$ cat config.mk
export PLATFORM = sky130hd
export DESIGN_NAME = fpmul_cu
export DESIGN_NICKNAME = d
export VERILOG_FILES = /design/src/rtl/fpmul_pkg.sv /design/src/rtl/fpmul_cu.sv
export SDC_FILE = /design/constraint.sdc
export NUM_CORES = 1
export LEC_CHECK = 0
export CAP_MARGIN = 30
export CORE_UTILIZATION = 32
export CTS_CLUSTER_SIZE = 8
export DETAILED_ROUTE_END_ITERATION = 8
export PLACE_DENSITY_LB_ADDON = 0.25
export SLEW_MARGIN = 15
export SYNTH_ARGS = -nofsm -noshare
export SYNTH_HDL_FRONTEND = slang
export SYNTH_SLANG_ARGS = --single-unit
$ cat constraint.sdc
create_clock -name clk -period 2.1 [get_ports clk]
set_input_delay 0.21 -clock clk [delete_from_list [all_inputs] [get_ports clk]]
set_output_delay 0.21 -clock clk [all_outputs]
set_load 0.005 [all_outputs]
$ cat src/rtl/fpmul_pkg.sv
// Shared encodings for the fpmul multi-cycle multiplier control unit.
// State codes and datapath select values are fixed here.
package fpmul_pkg;

  typedef enum logic [3:0] {
    IDLE = 4'd0,
    LOAD = 4'd1,
    MUL  = 4'd2,
    BIAS = 4'd3,
    CHK  = 4'd4,
    NORM = 4'd5,
    RND  = 4'd6,
    EXC  = 4'd7,
    OUT  = 4'd8
  } state_t;

  localparam logic [1:0] EP_ADD  = 2'b00;
  localparam logic [1:0] EP_BIAS = 2'b10;
  localparam logic [1:0] EP_INC  = 2'b01;

  localparam logic [2:0] MPH_MP  = 3'b000;
  localparam logic [2:0] MPH_ONE = 3'b100;
  localparam logic [2:0] MPH_INC = 3'b010;
  localparam logic [2:0] MPH_SHL = 3'b001;

endpackage

$ cat src/rtl/fpmul_cu.sv
// fpmul control unit: sequences load, exponent math, special dispatch,
// normalize, round and exception handling for the multiplier datapath.
module fpmul_cu
  import fpmul_pkg::*;
(
  input  logic       clk,
  input  logic       rst,
  input  logic       start,
  output logic       busy,
  output logic       done,
  input  logic       Op_NaN,
  input  logic       Op_Inf,
  input  logic       Op_Zero,
  input  logic       MPH23,
  input  logic       Round,
  input  logic       Carry,
  input  logic       UFlow,
  input  logic       OFlow,
  output logic       SA_LD,
  output logic       EA_LD,
  output logic       MA_LD,
  output logic       SB_LD,
  output logic       EB_LD,
  output logic       MB_LD,
  output logic       SP_LD,
  output logic       EP_RST,
  output logic       EP_SET,
  output logic       EP_LD,
  output logic [1:0] EP_SEL,
  output logic       MPH_RST,
  output logic       MPH_SET,
  output logic       MPH_LD,
  output logic [2:0] MPH_SEL,
  output logic       MPL_SEL,
  output logic       MPL_LD,
  output logic       UF_RST,
  output logic       UF_LD,
  output logic       OF_RST,
  output logic       OF_LD,
  output logic       P_RST,
  output logic       P_LD,
  output logic [3:0] state
);

  state_t st, st_n;
  logic   special;

  assign special = Op_NaN | Op_Inf | Op_Zero;
  assign state   = st;

  always_ff @(posedge clk or posedge rst) begin
    if (rst) st <= IDLE;
    else     st <= st_n;
  end

  always_comb begin
    st_n = st;
    unique case (st)
      IDLE:    if (start) st_n = LOAD;
      LOAD:    st_n = MUL;
      MUL:     st_n = BIAS;
      BIAS:    st_n = CHK;
      CHK:     st_n = special ? OUT : NORM;
      NORM:    st_n = RND;
      RND:     st_n = EXC;
      EXC:     st_n = OUT;
      OUT:     st_n = IDLE;
      default: st_n = IDLE;
    endcase
  end

  always_comb begin
    busy    = (st != IDLE);
    done    = 1'b0;
    SA_LD   = 1'b0;
    EA_LD   = 1'b0;
    MA_LD   = 1'b0;
    SB_LD   = 1'b0;
    EB_LD   = 1'b0;
    MB_LD   = 1'b0;
    SP_LD   = 1'b0;
    EP_RST  = 1'b0;
    EP_SET  = 1'b0;
    EP_LD   = 1'b0;
    EP_SEL  = EP_ADD;
    MPH_RST = 1'b0;
    MPH_SET = 1'b0;
    MPH_LD  = 1'b0;
    MPH_SEL = MPH_MP;
    MPL_SEL = 1'b0;
    MPL_LD  = 1'b0;
    UF_RST  = 1'b0;
    UF_LD   = 1'b0;
    OF_RST  = 1'b0;
    OF_LD   = 1'b0;
    P_RST   = 1'b0;
    P_LD    = 1'b0;
    unique case (st)
      LOAD: begin
        SA_LD  = 1'b1;
        EA_LD  = 1'b1;
        MA_LD  = 1'b1;
        SB_LD  = 1'b1;
        EB_LD  = 1'b1;
        MB_LD  = 1'b1;
        UF_RST = 1'b1;
        OF_RST = 1'b1;
        P_RST  = 1'b1;
      end
      MUL: begin
        EP_SEL  = EP_ADD;
        EP_LD   = 1'b1;
        MPH_SEL = MPH_MP;
        MPH_LD  = 1'b1;
        MPL_SEL = 1'b0;
        MPL_LD  = 1'b1;
        SP_LD   = 1'b1;
      end
      BIAS: begin
        EP_SEL = EP_BIAS;
        EP_LD  = 1'b1;
      end
      CHK: begin
        priority case (1'b1)
          Op_NaN: begin
            EP_SET  = 1'b1;
            MPH_SET = 1'b1;
          end
          Op_Inf: begin
            EP_SET  = 1'b1;
            MPH_RST = 1'b1;
          end
          Op_Zero: begin
            EP_RST  = 1'b1;
            MPH_RST = 1'b1;
          end
          default: ;
        endcase
      end
      NORM: begin
        if (MPH23) begin
          EP_SEL = EP_INC;
          EP_LD  = 1'b1;
        end else begin
          MPH_SEL = MPH_SHL;
          MPH_LD  = 1'b1;
          MPL_SEL = 1'b1;
          MPL_LD  = 1'b1;
        end
      end
      RND: begin
        // A rounding carry-out renormalizes mantissa and exponent together
        if (Round && Carry) begin
          MPH_SEL = MPH_ONE;
          MPH_LD  = 1'b1;
          EP_SEL  = EP_INC;
          EP_LD   = 1'b1;
        end else if (Round) begin
          MPH_SEL = MPH_INC;
          MPH_LD  = 1'b1;
        end
      end
      EXC: begin
        if (UFlow) begin
          UF_LD   = 1'b1;
          EP_RST  = 1'b1;
          MPH_RST = 1'b1;
        end else if (OFlow) begin
          OF_LD   = 1'b1;
          EP_SET  = 1'b1;
          MPH_RST = 1'b1;
        end
      end
      OUT: begin
        P_LD = 1'b1;
        done = 1'b1;
      end
      default: ;
    endcase
  end

endmodule

==> results.cfg, run 1 <==
[timing]
skew_ns = 0.00249
tightest_slew_ns = 0.327
hold_viol_final = 0
final_max_slew_viol_count = 0
finalCritPeriodShare = 0.946
setup_viol = 0
slew-limit-headroom = 0.781
setup-tns-final_ns = 0
final.min_clock_period_ns = 1.99
fmax_mhz = 503
rsz0062_at_grt = false

[outcome]
status = completed

[worst_setup_path]
r2r_slack_ns = 0.86
reg2reg_from = state[2]
start_kind = flop
reg2reg_depth = 3
arrival_ns = 1.78
critical_path_class = reg -> out
crit_end = EP_SET
critPathMaxFanout = 11
cp.required_ns = 1.89
rr_endpoint = state[0]
cp-end-kind = output pin
crit_start = state[3]

[floorplan]
num_io_pins = 43
coreArea_sq_mm = 0.00154
initial_utilization = 0.354
die_area_sq_mm = 0.00187
die_w_microns = 43.3
num_rows = 14
dieHeight_microns = 43.3

[place]
place_inst = 117
dpl.hpwl_mm = 1.05
io_buffers = 42
gp_congestion = 0.708

[global_route]
grt_pass1_wl_mm = 2.11
grt_max_degree = 12
grt_pass1_vias = 513
antenna_found_initial = 0
overflow = 0
grtUsageTotal = 0.145

[finish]
layout_common_cells = clkdlybuf4s50_1, nor2_1, buf_4, nor3_1, nand2_1
fill_cells = 139
final_common_cell = clkdlybuf4s50_1
area_growth_pct = 77.5
largest_register_ffs = 4
final_nets = 120
finalNonFillerCells = 123
n_antenna_cell = 0
layout-drive-gt1-share = 0.196

[power_and_ir_drop]
total_power_mw = 1.19
power_density_mw_per_mm2 = 1230
p_leak_nw = 0.424
ir_drop_mv = 0.878

[synthesis]
synth_enable_flop_cells = 0
synth_ff_type = dfrtp_1
yosys_warnings = 0
ys_seq_area_frac = 0.183
async_flop_share = 1.00
ys_seq_elements = 4
syn_inst = 69
synth.net_count = 80
syn-cell-area_sq_um = 546
avgSynthCellArea_sq_um = 7.91
synth_cell_type_count = 32

[cts]
ctsHoldBuffers = 0
clock-root-buffer = clkbuf_4
h-tree-depth = 1
cts_sinks = 4
clkLatencyLatePin_ns = 0.23
cts_buffers = 3
cts_buffer_depth = 2
cts.clk_slew.worst_paths_ns = 0.04
cts_tree = yes

[drt]
routed_wl_mm = 1.39
routed_via_density = 4.93
first_iter_violations = 6
ant_nets = 0
vias = 606
drc = 0
dr.pass1.iters = 3
routedWlPerCell_microns = 11.3

[flow_run]
maxCapViolations = 0

[min_path]
hp-class = in -> async
==> critical path: stages, from the launching register on <==
cell,delay [ns]
dfrtp_2,0.49
nor2b_4,0.17
nand3_2,0.13
o32ai_2,0.21
clkdlybuf4s50_1,0.53
==> worst min path at each step <==
| stage | start | endpoint | slack, ns | cells after the start |
|---|---|---|---|---|
| 6_report | rst | state[1] | 0.16 | 2 |
| 5_1_grt | rst | state[2] | 0.18 | 2 |
| 4_1_cts | rst | state[1] | 0.16 | 2 |
| 3_5_place_dp | rst | state[3] | 0.40 | 2 |
| 3_3_place_gp | rst | state[3] | 0.40 | 2 |
| 2_1_floorplan | rst | state[0] | -0.02 | 1 |
==> what timing repair did <==
item / 4_1_cts / 5_1_grt
resized for setup: 1 / 3
buffers inserted: 1 / 2
gates cloned: 0 / 0
setup endpoints to repair: 1 / 13
pin swaps: 0 / 1
==> cells in the mapped netlist, types with 2 or more instances <==
| library cell | instances | area [sq um] |
|---|---|---|
| nand3_1 | 2 | 10.0 |
| a21oi_1 | 3 | 15.0 |
| nor3_1 | 5 | 25.0 |
| dfrtp_1 | 4 | 100 |
| nor2_1 | 7 | 26.3 |
| o32ai_2 | 2 | 32.5 |
| nand3b_1 | 2 | 15.0 |
| nand2b_1 | 2 | 12.5 |
| buf_2 | 2 | 10.0 |
| nand2_1 | 4 | 15.0 |
| inv_1 | 3 | 11.3 |
| buf_4 | 11 | 82.6 |
| and3_1 | 3 | 18.8 |
==> power by group <==
part           switching (mW)  internal [mW]  total, mW
sequential             0.0711          0.115      0.186
combinational           0.339          0.571      0.910
clock                  0.0322         0.0640     0.0962
total                   0.442          0.750       1.19
==> cell families after synthesis <==
family                 count (synthesis)  synth area share
multiplexers                           1            0.0206
AND/OR/NAND/NOR                       36             0.420
AO/OA/AOI/OAI                         10             0.149
flip-flops                             4             0.183
buffers and inverters                 17             0.211
XOR/XNOR                               1            0.0161
==> metal layers <==
layer / vias up / global-route usage / wire (microns)
met2: 29 / 0.251 / 701
met5: - / 0 / 0
met3: 0 / 0.0553 / 93
li1: 309 / - / -
met4: 0 / 0 / 0
met1: 268 / 0.181 / 593
==> per-stage QoR <==
stage	hold WS [ns]	worst slack, ns	util	cell area (sq um)
finish	0.158	0.113	0.628	968
detailed placement	0.404	0.213	0.592	912
global route	0.183	0.0206	0.628	968
floorplan	-0.0239	0.386	-	546
CTS	0.155	0.0150	0.612	943
global placement	0.400	0.241	0.592	912
==> final cells by class <==
| class | count | area, sq um | share of cell area |
|---|---|---|---|
| Inverter | 3 | 11.3 | 0.0116 |
| Clock buffer | 3 | 22.5 | 0.0233 |
| Timing Repair Buffer | 49 | 475 | 0.491 |
| Tap cell | 16 | 20.0 | 0.0207 |
| Sequential cell | 4 | 103 | 0.106 |
| Multi-Input combinational cell | 48 | 337 | 0.348 |
Power figures use the tool's default switching activity.
==> run 2: changes to the inputs <==
--- a/config.mk
+++ b/config.mk
@@ -7,7 +7,6 @@
 export LEC_CHECK = 0
 export CAP_MARGIN = 30
 export CORE_UTILIZATION = 32
-export CTS_CLUSTER_SIZE = 8
 export DETAILED_ROUTE_END_ITERATION = 8
 export PLACE_DENSITY_LB_ADDON = 0.25
 export SLEW_MARGIN = 15
==> results of run 2 <==
The final DEF is identical to that of run 1; final timing and power are the same.
